File: src/rtl/fir_feeder.sv
// fir_feeder: buffers upstream sample and coefficient words and feeds them to
// a FIR filter through a one-cycle strobe / modwait handshake.
//
// Ports
//   clk, n_rst             system clock, asynchronous active-low reset
//   in_valid, in_data,     upstream word; in_is_coeff selects coefficient (1)
//   in_is_coeff, in_ready    or sample (0); accepted on in_valid & in_ready
//   clr                    synchronous clear of FIFO, coefficient state, timeout
//   modwait                filter busy indication
//   sample_data            registered sample, valid from data_ready onwards
//   fir_coefficient        registered coefficient, valid from load_coeff onwards
//   data_ready, load_coeff one-cycle strobes
//   fifo_count             sample FIFO occupancy 0..8
//   timeout                sticky handshake-timeout flag
//
// Build option: define FIR_FEEDER_TIMEOUT_EN to abort a WAIT state after 16
// cycles without the awaited modwait level; otherwise WAIT states never expire
// and timeout is tied low.
//
// state     | meaning
// IDLE      | nothing in flight; coefficient load wins over samples
// C_PULSE   | latch bank[k] into fir_coefficient, strobe load_coeff
// C_WAIT_HI | wait for filter to raise modwait
// C_WAIT_LO | wait for modwait low, then next coefficient or done
// S_PULSE   | pop FIFO head into sample_data, strobe data_ready
// S_WAIT_HI | wait for filter to raise modwait
// S_WAIT_LO | wait for modwait low, then back to IDLE
module fir_feeder (
   input  logic        clk,
   input  logic        n_rst,
   input  logic        in_valid,
   input  logic [15:0] in_data,
   input  logic        in_is_coeff,
   output logic        in_ready,
   input  logic        clr,
   input  logic        modwait,
   output logic [15:0] sample_data,
   output logic [15:0] fir_coefficient,
   output logic        data_ready,
   output logic        load_coeff,
   output logic [3:0]  fifo_count,
   output logic        timeout
);

   typedef enum logic [2:0] {
      IDLE, C_PULSE, C_WAIT_HI, C_WAIT_LO, S_PULSE, S_WAIT_HI, S_WAIT_LO
   } state_t;

   state_t      state_q, state_d;
   logic [15:0] fifo_mem [8];
   logic [2:0]  wr_ptr, rd_ptr;
   logic [15:0] bank [4];
   logic [1:0]  widx, k;
   logic        coeff_pending;
   logic        push, pop, coeff_wr, k_inc, coeff_done, abort;

   // Readiness uses registered occupancy only, so a same-cycle pop never lets
   // a full FIFO accept.
   assign in_ready = in_is_coeff ? ~coeff_pending : (fifo_count < 4'd8);
   assign push     = in_valid & in_ready & ~in_is_coeff & ~clr;
   assign coeff_wr = in_valid & in_ready & in_is_coeff & ~clr;
   assign pop      = (state_q == S_PULSE) & ~clr;

   always_ff @(posedge clk or negedge n_rst) begin
      if (!n_rst) state_q <= IDLE;
      else        state_q <= state_d;
   end

   always_comb begin
      state_d    = state_q;
      k_inc      = 1'b0;
      coeff_done = 1'b0;
      case (state_q)
         IDLE: begin
            if (coeff_pending && !modwait)          state_d = C_PULSE;
            else if (fifo_count != 4'd0 && !modwait) state_d = S_PULSE;
         end
         C_PULSE:   state_d = C_WAIT_HI;
         C_WAIT_HI: begin
            if (abort) begin
               state_d    = IDLE;
               coeff_done = 1'b1;
            end else if (modwait) begin
               state_d = C_WAIT_LO;
            end
         end
         C_WAIT_LO: begin
            if (abort) begin
               state_d    = IDLE;
               coeff_done = 1'b1;
            end else if (!modwait) begin
               k_inc = 1'b1;
               if (k == 2'd3) begin
                  state_d    = IDLE;
                  coeff_done = 1'b1;
               end else begin
                  state_d = C_PULSE;
               end
            end
         end
         S_PULSE:   state_d = S_WAIT_HI;
         S_WAIT_HI: begin
            if (abort)        state_d = IDLE;
            else if (modwait) state_d = S_WAIT_LO;
         end
         S_WAIT_LO: begin
            if (abort || !modwait) state_d = IDLE;
         end
         default:   state_d = IDLE;
      endcase
      if (clr) state_d = IDLE;
   end

   // FIFO storage needs no reset; occupancy and pointers define its contents.
   always_ff @(posedge clk) begin
      if (push) fifo_mem[wr_ptr] <= in_data;
   end

   always_ff @(posedge clk or negedge n_rst) begin
      if (!n_rst) begin
         wr_ptr          <= '0;
         rd_ptr          <= '0;
         fifo_count      <= '0;
         widx            <= '0;
         k               <= '0;
         coeff_pending   <= 1'b0;
         sample_data     <= '0;
         fir_coefficient <= '0;
         data_ready      <= 1'b0;
         load_coeff      <= 1'b0;
         for (int i = 0; i < 4; i++) bank[i] <= '0;
      end else begin
         data_ready <= pop;
         load_coeff <= (state_q == C_PULSE) & ~clr;
         if (state_q == C_PULSE && !clr) fir_coefficient <= bank[k];
         if (state_q == IDLE) k <= '0;
         else if (k_inc)      k <= k + 2'd1;
         if (clr) begin
            wr_ptr        <= '0;
            rd_ptr        <= '0;
            fifo_count    <= '0;
            widx          <= '0;
            coeff_pending <= 1'b0;
         end else begin
            if (push) wr_ptr <= wr_ptr + 3'd1;
            if (pop) begin
               sample_data <= fifo_mem[rd_ptr];
               rd_ptr      <= rd_ptr + 3'd1;
            end
            case ({push, pop})
               2'b10:   fifo_count <= fifo_count + 4'd1;
               2'b01:   fifo_count <= fifo_count - 4'd1;
               default: fifo_count <= fifo_count;
            endcase
            // Bank is write-locked while pending, so a write and the end of a
            // load never coincide.
            if (coeff_wr) begin
               bank[widx] <= in_data;
               widx       <= widx + 2'd1;
               if (widx == 2'd3) coeff_pending <= 1'b1;
            end else if (coeff_done) begin
               coeff_pending <= 1'b0;
            end
         end
      end
   end

`ifdef FIR_FEEDER_TIMEOUT_EN
   logic [4:0] tmr;
   logic       timeout_q;

   // Down-counter reloads on every state change; terminal count in a WAIT
   // state without the awaited modwait level aborts the sequence.
   assign abort = (tmr == 5'd0) &&
                  (((state_q == C_WAIT_HI || state_q == S_WAIT_HI) && !modwait) ||
                   ((state_q == C_WAIT_LO || state_q == S_WAIT_LO) && modwait));

   always_ff @(posedge clk or negedge n_rst) begin
      if (!n_rst) begin
         tmr       <= 5'd15;
         timeout_q <= 1'b0;
      end else begin
         if (clr || state_d != state_q) tmr <= 5'd15;
         else if (state_q == C_WAIT_HI || state_q == C_WAIT_LO ||
                  state_q == S_WAIT_HI || state_q == S_WAIT_LO) tmr <= tmr - 5'd1;
         if (clr)        timeout_q <= 1'b0;
         else if (abort) timeout_q <= 1'b1;
      end
   end

   assign timeout = timeout_q;
`else
   assign abort   = 1'b0;
   assign timeout = 1'b0;
`endif

endmodule

File: config.mk
export PLATFORM = sky130hd
export DESIGN_NAME = fir_feeder
export DESIGN_NICKNAME = d
export VERILOG_FILES = /design/src/rtl/fir_feeder.sv
export SDC_FILE = /design/constraint.sdc
export NUM_CORES = 1
export LEC_CHECK = 0
export ABC_AREA = 0
export CAP_MARGIN = 20
export CORE_MARGIN = 5
export CORE_UTILIZATION = 60
export CTS_CLUSTER_SIZE = 12
export DETAILED_ROUTE_END_ITERATION = 8
export GPL_TIMING_DRIVEN = 1
export PLACE_DENSITY = 0.81
export SYNTH_ARGS = -nofsm -noshare
export SYNTH_HDL_FRONTEND = slang
export SYNTH_SLANG_ARGS = --single-unit
File: constraint.sdc
create_clock -name clk -period 8.38 [get_ports clk]
set_clock_uncertainty 0.2 [all_clocks]
set_input_delay 0.838 -clock clk [delete_from_list [all_inputs] [get_ports clk]]
set_output_delay 0.838 -clock clk [all_outputs]
set_load 0.005 [all_outputs]
==> flow_results.xml, run 1 <==
<?xml version="1.0" encoding="UTF-8"?>
<metrics>
  <group name="outcome">
    <metric name="run_status" unit="">finished, final reports clean</metric>
  </group>
  <group name="synthesis">
    <metric name="post_synthesis_average_cell_area" unit="um^2">17.7</metric>
    <metric name="synth_compound_gate_area_share" unit="">0.0253</metric>
    <metric name="simple_gate_share_of_the_synthesized_area" unit="">0.0361</metric>
    <metric name="synth_top_family_by_area" unit="">multiplexers</metric>
    <metric name="synth_xor_xnor_area_share" unit="">0.00619</metric>
    <metric name="library_cells_used_by_synthesis" unit="">45</metric>
    <metric name="postSynthCellCount" unit="">559</metric>
    <metric name="ys_seq_elements" unit="">244</metric>
    <metric name="synth.mux.area_fraction" unit="">0.222</metric>
    <metric name="synth.yosys.warnings" unit="">0</metric>
    <metric name="adder_and_majority_gate_portion_of_the_synthesized_area" unit="">0.0114</metric>
    <metric name="syn_nets" unit="">590</metric>
    <metric name="synth.yosys.seq_area_share" unit="">0.681</metric>
    <metric name="syn_area" unit="mm^2">0.00991</metric>
  </group>
  <group name="detailed_routing">
    <metric name="ant_nets" unit="">0</metric>
    <metric name="detailedRoute.firstPassIterationCount" unit="">4</metric>
    <metric name="vias_per_cell" unit="">5.88</metric>
    <metric name="wl" unit="um">18400</metric>
    <metric name="drt_iter0_drc" unit="">283</metric>
    <metric name="drc" unit="">0</metric>
    <metric name="avgRoutedWirePerCell" unit="um">21.2</metric>
    <metric name="via_count_of_the_routed_design" unit="">5114</metric>
  </group>
  <group name="worst_setup_path">
    <metric name="worst-setup-path-type" unit="">primary input to flop</metric>
    <metric name="largest_fanout_of_any_net_on_the_critical_path" unit="">12</metric>
    <metric name="cp.arrival" unit="ps">3480</metric>
    <metric name="launching_element_type_of_the_critical_path" unit="">primary input</metric>
    <metric name="critPathCaptureType" unit="">flop</metric>
    <metric name="required" unit="ps">8600</metric>
  </group>
  <group name="floorplanning">
    <metric name="die_y" unit="um">139</metric>
    <metric name="floorplan.rows" unit="">47</metric>
    <metric name="die_width" unit="um">139</metric>
    <metric name="start_util" unit="">0.604</metric>
    <metric name="fp.dieArea" unit="mm^2">0.0192</metric>
    <metric name="core_area" unit="mm^2">0.0164</metric>
    <metric name="boundaryPins" unit="">62</metric>
  </group>
  <group name="global_routing">
    <metric name="globalRoute.totalOverflow" unit="">0</metric>
    <metric name="grt_pass1_vias" unit="">5605</metric>
    <metric name="grt_antenna_before_repair" unit="">0</metric>
    <metric name="gr-usage-all-layers" unit="">0.200</metric>
    <metric name="grt_pass1_wl" unit="um">30600</metric>
    <metric name="maximum_number_of_pins_on_one_net_before_global_route_repair" unit="">91</metric>
  </group>
  <group name="timing">
    <metric name="post_layout_worst_setup_margin" unit="ps">5120</metric>
    <metric name="timing.final.hold_violations" unit="">0</metric>
    <metric name="achievable_frequency" unit="GHz">0.307</metric>
    <metric name="final-setup-viol-count" unit="">0</metric>
    <metric name="finalWorstPathRequiredPeriod" unit="ps">3260</metric>
    <metric name="setup_tns" unit="ps">0</metric>
    <metric name="maxSlewHeadroom" unit="">0.309</metric>
    <metric name="slew_violations" unit="">0</metric>
    <metric name="timing.final.crit_share" unit="">0.389</metric>
    <metric name="worst_slew_pin_slew" unit="ps">1040</metric>
    <metric name="rsz0062_at_grt" unit="">no</metric>
  </group>
  <group name="power_and_ir_drop">
    <metric name="leakage" unit="uW">0.00434</metric>
    <metric name="power.density_cell_area" unit="mW/mm^2">279</metric>
    <metric name="vdd_ir_drop_max" unit="uV">184</metric>
  </group>
  <group name="clock_network">
    <metric name="clk_pin_slew" unit="ps">60</metric>
    <metric name="cts_htree_levels" unit="">1</metric>
    <metric name="clock_net_sink_count" unit="">244</metric>
    <metric name="cts.repair.resized" unit="">0</metric>
    <metric name="cts_post_setup_buffers_inserted" unit="">0</metric>
    <metric name="worstSkewPairLatency" unit="ps">510</metric>
    <metric name="cts.path.max_buffers" unit="">3</metric>
    <metric name="hold_buffers" unit="">0</metric>
    <metric name="cts_root_buffer" unit="">sky130_fd_sc_hd__clkbuf_16</metric>
    <metric name="cts_made_buffers" unit="">25</metric>
    <metric name="cts_tree" unit="">yes</metric>
  </group>
  <group name="run">
    <metric name="cap_viol_max_count" unit="">0</metric>
  </group>
  <group name="cells_and_area">
    <metric name="final_cell_mix" unit="">sky130_fd_sc_hd__edfxtp_1, sky130_fd_sc_hd__dfrtp_1, sky130_fd_sc_hd__mux2_2, sky130_fd_sc_hd__clkdlybuf4s50_1, sky130_fd_sc_hd__mux4_2</metric>
    <metric name="drive_above_1_share" unit="">0.289</metric>
    <metric name="syn_to_final_growth" unit="%">16.4</metric>
    <metric name="multi_input_comb_area" unit="mm^2">0.00301</metric>
    <metric name="final_net_count" unit="">662</metric>
    <metric name="insertedDiodeCount" unit="">0</metric>
    <metric name="commonest_non_fill_non_tap_cell_in_the_layout" unit="">sky130_fd_sc_hd__edfxtp_1</metric>
    <metric name="final.fill_count" unit="">1000</metric>
    <metric name="regArea" unit="mm^2">0.00675</metric>
  </group>
  <group name="placement">
    <metric name="io_buf_count" unit="">60</metric>
    <metric name="dp_hpwl" unit="um">11700</metric>
    <metric name="dp_worst_setup_slack" unit="ps">4600</metric>
    <metric name="routabilityCongestion" unit="">0.768</metric>
  </group>
  <group name="min_path">
    <metric name="timing.hold.worst.class" unit="">primary input to async pin</metric>
  </group>
</metrics>
path summary, 6_finish.rpt:
check                                    from                  end  slack (ps)  cells after the start
max in group asynchronous               n_rst  fir_coefficient[10]        6910                      3
worst max-delay path              in_is_coeff        fifo_count[3]        5120                      8
worst min register to register       bank[24]             bank[24]         300                      1
min in group clk                     bank[24]             bank[24]         300                      1
worst min-delay path                    n_rst            rd_ptr[1]          50                      1
worst max register to register  fifo_count[3]        fifo_count[3]        5490                      7
power breakdown:
part	total, uW	internal [uW]	switching, uW
registers	1530	1420	111
clock network	993	574	419
logic	695	419	276
total	3220	2410	806
synth_stat cells, drive strengths merged:
| library cell | instances | area share |
|---|---|---|
| edfxtp | 128 | 0.39 |
| dfrtp | 116 | 0.29 |
| mux2 | 81 | 0.092 |
| mux4 | 48 | 0.11 |
| nor2 | 39 | 0.015 |
| buf | 22 | 0.013 |
| mux2i | 21 | 0.021 |
| a21oi | 19 | 0.010 |
| nand2 | 15 | 0.0067 |
| ha | 9 | 0.011 |
| clkbuf | 8 | 0.0030 |
| inv | 5 | 0.0019 |
| nor3 | 5 | 0.0025 |
| o21ai | 5 | 0.0025 |
| xnor2 | 4 | 0.0035 |
| a22o | 3 | 0.0027 |
| a31oi | 3 | 0.0019 |
| nand2b | 3 | 0.0019 |
| xor2 | 3 | 0.0027 |
| nand3b | 2 | 0.0015 |
| nor3b | 2 | 0.0020 |
| nor4 | 2 | 0.0019 |
| o41ai | 2 | 0.0025 |
| or3 | 2 | 0.0013 |
| or3b | 2 | 0.0018 |
| a2111oi | 1 | 0.00088 |
| a211oi | 1 | 0.00076 |
| a21boi | 1 | 0.00076 |
| a21o | 1 | 0.00076 |
| a221oi | 1 | 0.00088 |
| a2bb2oi | 1 | 0.00088 |
| and2 | 1 | 0.00063 |
| and3b | 1 | 0.00088 |
| conb | 1 | 0.00038 |
| o21bai | 1 | 0.00076 |
routing by layer:
metal | GRT usage | vias to the layer above | wire length (um) | part of all wire
met5 | 0 | - | 0 | 0
met4 | 0.0510 | 0 | 277 | 0.015
met3 | 0.0307 | 21 | 970 | 0.053
met2 | 0.334 | 139 | 9360 | 0.51
met1 | 0.281 | 2675 | 7820 | 0.42
li1 | - | 2279 | - | -
cell families after synthesis:
group	Yosys count
xor+xnor	7
flops	244
compound gates	39
buf+inv	35
mux	150
fa+ha+maj	9
other cells	1
simple gates	74
state kept, by name, summed over array words and instances (netlist names):
register,cells
bank,64
coeff_pending,1
data_ready,1
fifo_count,4
fifo_mem,128
fir_coefficient,16
k,2
load_coeff,1
rd_ptr,3
sample_data,16
state_q,3
widx,2
wr_ptr,3
stage by stage:
step / util / hold slack [ps] / cells / cell area [um^2] / total power [uW]
final: 0.703 / 50.7 / 870 / 11500 / 3220
after floorplan: - / 274 / 559 / 9910 / 1940
after global placement: 0.654 / 281 / 819 / 10700 / 2200
after global routing: 0.703 / 67.1 / 870 / 11500 / 3390
after detailed placement: 0.657 / 290 / 823 / 10800 / 2250
after CTS: 0.701 / 52.4 / 869 / 11500 / 3250
final cells by class:
cell class,instances,share of cell area
repair buffers,75,0.0651
well taps,220,0.0239
multi-input cells,280,0.261
clock inverters,4,0.00195
clock buffers,42,0.0615
inverters,5,0.00163
flip-flops and latches,244,0.585
critical path, cell delays in order:
cell                              delay [ps]
sky130_fd_sc_hd__clkdlybuf4s50_1         490
sky130_fd_sc_hd__nor3b_2                 680
sky130_fd_sc_hd__nor3_1                  200
sky130_fd_sc_hd__ha_1                    390
sky130_fd_sc_hd__o21ai_0                 110
sky130_fd_sc_hd__o41ai_2                 260
sky130_fd_sc_hd__mux2_2                  380
sky130_fd_sc_hd__a21oi_2                 120
Power figures use the tool's default switching activity.
==> run 2: changes to the inputs <==
--- a/config.mk
+++ b/config.mk
@@ -8,11 +8,11 @@
 export ABC_AREA = 0
 export CAP_MARGIN = 20
 export CORE_MARGIN = 5
-export CORE_UTILIZATION = 60
+export CORE_UTILIZATION = 53
 export CTS_CLUSTER_SIZE = 12
 export DETAILED_ROUTE_END_ITERATION = 8
 export GPL_TIMING_DRIVEN = 1
-export PLACE_DENSITY = 0.81
+export PLACE_DENSITY = 0.75
 export SYNTH_ARGS = -nofsm -noshare
 export SYNTH_HDL_FRONTEND = slang
 export SYNTH_SLANG_ARGS = --single-unit
==> constraint.sdc (replaced) <==
create_clock -name clk -period 2.75 [get_ports clk]
set_clock_uncertainty 0.2 [all_clocks]
set_input_delay 0.275 -clock clk [delete_from_list [all_inputs] [get_ports clk]]
set_output_delay 0.275 -clock clk [all_outputs]
set_load 0.005 [all_outputs]
==> run 2 against run 1 <==
Compared with the run above: clock power grew to 3.2 times the previous value; sequential cell count stayed put; hold slack better by 28 ps; clock-buffer cell count is 2 lower; die area is 12% higher; via count is 1.3% higher; critical path type is now flop to flop; critical endpoint unchanged; largest power group unchanged; highest routed layer unchanged.
==> flow_results.xml, run 2 (synthesized netlist as in run 1, its figures left out) <==
<?xml version="1.0" encoding="UTF-8"?>
<metrics>
  <group name="outcome">
    <metric name="run_status" unit="">finished, final reports clean</metric>
  </group>
  <group name="detailed_routing">
    <metric name="wl" unit="um">18500</metric>
    <metric name="met2WireLength" unit="um">9260</metric>
    <metric name="detailedRoute.firstPassIterationCount" unit="">4</metric>
    <metric name="routed.top_layer" unit="">met4</metric>
    <metric name="drc" unit="">0</metric>
    <metric name="ant_nets" unit="">0</metric>
    <metric name="wl_met3" unit="um">812</metric>
    <metric name="vias_per_cell" unit="">5.78</metric>
    <metric name="detail_route.wirelength.met1" unit="um">8120</metric>
    <metric name="avgRoutedWirePerCell" unit="um">20.7</metric>
    <metric name="via_count_of_the_routed_design" unit="">5183</metric>
    <metric name="drt_iter0_drc" unit="">346</metric>
  </group>
  <group name="floorplanning">
    <metric name="core_area" unit="mm^2">0.0186</metric>
    <metric name="die_y" unit="um">147</metric>
    <metric name="floorplan.rows" unit="">50</metric>
    <metric name="boundaryPins" unit="">62</metric>
    <metric name="fp.dieArea" unit="mm^2">0.0215</metric>
    <metric name="die_width" unit="um">147</metric>
    <metric name="start_util" unit="">0.533</metric>
  </group>
  <group name="timing">
    <metric name="setup_tns" unit="ps">0</metric>
    <metric name="rsz0062_at_grt" unit="">no</metric>
    <metric name="worst_slew_pin_slew" unit="ps">924</metric>
    <metric name="final-setup-viol-count" unit="">0</metric>
    <metric name="achievable_frequency" unit="GHz">0.404</metric>
    <metric name="slew_violations" unit="">0</metric>
    <metric name="timing.final.crit_share" unit="">0.900</metric>
    <metric name="post_layout_worst_setup_margin" unit="ps">275</metric>
    <metric name="timing.final.hold_violations" unit="">0</metric>
    <metric name="finalWorstPathRequiredPeriod" unit="ps">2480</metric>
    <metric name="maxSlewHeadroom" unit="">0.384</metric>
  </group>
  <group name="placement">
    <metric name="placement.cell_area" unit="mm^2">0.0109</metric>
    <metric name="placed_cells" unit="">848</metric>
    <metric name="io_buf_count" unit="">60</metric>
    <metric name="routabilityCongestion" unit="">0.730</metric>
    <metric name="dp_worst_setup_slack" unit="ps">106</metric>
    <metric name="dp_hpwl" unit="um">11500</metric>
  </group>
  <group name="clock_network">
    <metric name="cts.path.max_buffers" unit="">3</metric>
    <metric name="worstSkewPairLatency" unit="ps">510</metric>
    <metric name="clk_pin_slew" unit="ps">60</metric>
    <metric name="cts_root_buffer" unit="">sky130_fd_sc_hd__clkbuf_16</metric>
    <metric name="cts_htree_levels" unit="">1</metric>
    <metric name="cts_made_buffers" unit="">26</metric>
    <metric name="cts_tree" unit="">yes</metric>
    <metric name="clock_net_sink_count" unit="">244</metric>
    <metric name="cts.repair.resized" unit="">0</metric>
  </group>
  <group name="cells_and_area">
    <metric name="largestRegisters" unit="">fifo_mem (128), bank (64)</metric>
    <metric name="final_cell_mix" unit="">sky130_fd_sc_hd__edfxtp_1, sky130_fd_sc_hd__dfrtp_1, sky130_fd_sc_hd__mux2_2, sky130_fd_sc_hd__clkdlybuf4s50_1, sky130_fd_sc_hd__mux4_2</metric>
    <metric name="largest_register_ff_count" unit="">128</metric>
    <metric name="top_register" unit="">fifo_mem</metric>
    <metric name="fin_cells" unit="">897</metric>
    <metric name="commonest_non_fill_non_tap_cell_in_the_layout" unit="">sky130_fd_sc_hd__edfxtp_1</metric>
    <metric name="syn_to_final_growth" unit="%">18.1</metric>
    <metric name="drive_above_1_share" unit="">0.306</metric>
    <metric name="insertedDiodeCount" unit="">0</metric>
    <metric name="postLayoutCellArea" unit="mm^2">0.0117</metric>
    <metric name="final_net_count" unit="">674</metric>
  </group>
  <group name="global_routing">
    <metric name="globalRoute.totalOverflow" unit="">0</metric>
    <metric name="grt_antenna_before_repair" unit="">0</metric>
    <metric name="grt_pass1_wl" unit="um">30500</metric>
    <metric name="grt_pass1_vias" unit="">5515</metric>
    <metric name="gr-usage-all-layers" unit="">0.178</metric>
    <metric name="maximum_number_of_pins_on_one_net_before_global_route_repair" unit="">83</metric>
  </group>
  <group name="power_and_ir_drop">
    <metric name="clkPwrFrac" unit="">0.320</metric>
    <metric name="netSwitchingPower" unit="uW">2480</metric>
    <metric name="switching_share" unit="">0.248</metric>
    <metric name="seq_power_share" unit="">0.460</metric>
    <metric name="power.density_cell_area" unit="mW/mm^2">854</metric>
    <metric name="internal_power" unit="uW">7510</metric>
    <metric name="leakage" unit="uW">0.00443</metric>
    <metric name="vdd_ir_drop_max" unit="uV">541</metric>
    <metric name="share_comb_of_total_power" unit="">0.220</metric>
    <metric name="fin_total_pwr" unit="uW">9990</metric>
  </group>
  <group name="worst_setup_path">
    <metric name="largest_fanout_of_any_net_on_the_critical_path" unit="">4</metric>
    <metric name="crit-reg2reg-capture" unit="">fifo_count[3]</metric>
    <metric name="launching_element_type_of_the_critical_path" unit="">flop</metric>
    <metric name="critical_path_buf_inv_count" unit="">0</metric>
    <metric name="required" unit="ps">3000</metric>
    <metric name="worst_path_dominant_cell_family" unit="">simple AND/OR/NAND/NOR gates</metric>
    <metric name="cp.arrival" unit="ps">2720</metric>
    <metric name="worst-path-stages" unit="">7</metric>
    <metric name="path_cells" unit="">or3b_1 &gt; nor3_1 &gt; ha_1 &gt; o21ai_0 &gt; o41ai_2 &gt; mux2_2 &gt; a21oi_2</metric>
    <metric name="internal_reg_to_reg_setup_slack" unit="ps">270</metric>
    <metric name="critPathCaptureType" unit="">flop</metric>
    <metric name="timing.critical_path.slowest_cell_delay" unit="ps">400</metric>
    <metric name="worst-setup-path-type" unit="">flop to flop</metric>
    <metric name="regToRegStartpoint" unit="">state_q[1]</metric>
    <metric name="r2r.worst_path.cells" unit="">7</metric>
    <metric name="slowest_stage" unit="">sky130_fd_sc_hd__or3b_1</metric>
    <metric name="critical_path.startpoint" unit="">state_q[1]</metric>
  </group>
  <group name="min_path">
    <metric name="timing.hold.worst.class" unit="">primary input to async pin</metric>
  </group>
  <group name="run">
    <metric name="cap_viol_max_count" unit="">0</metric>
  </group>
</metrics>
==> run 2: worst max path at each step <==
stage,slack (ps),endpoint
after floorplan,20,fifo_mem[2][0]
after global placement,170,fifo_mem[4][10]
after detailed placement,110,fifo_count[3]
after CTS,280,fifo_count[3]
after global routing,90,fifo_count[3]
final,270,fifo_count[3]
==> run 2: timing repair <==
action | in CTS | in global routing
setup buffers | 0 | 0
hold buffers | 1 | 0
hold endpoints to repair | 34 | 0
==> run 2: power groups by stage <==
stage	registers, uW	logic [uW]	clock network (uW)
after floorplan	4630	1300	0
after global placement	4640	2160	0
after detailed placement	4670	2210	0
after CTS	4610	2230	3270
after global routing	4670	2410	3430
final	4600	2190	3200
==> run 2: per-layer routing <==
metal,track usage,vias up
li1,-,2305
met1,0.256,2715
met2,0.296,135
met3,0.0241,28
met4,0.0348,0
met5,0,-
==> run 2: cell type report <==
type,count,area [um^2]
clock inverters,8,36.3
fillers,1294,6880
repair buffers,86,846
flip-flops and latches,244,6750
well taps,234,293
multi-input cells,280,3010
inverters,5,18.8
clock buffers,40,754
==> run 2: per-stage QoR <==
step           hold WS, ps   util
2_1_floorplan         -221      -
3_3_place_gp          77.6  0.587
3_5_place_dp          85.9  0.587
4_1_cts               82.8  0.630
5_1_grt                125  0.630
6_report              79.0  0.630
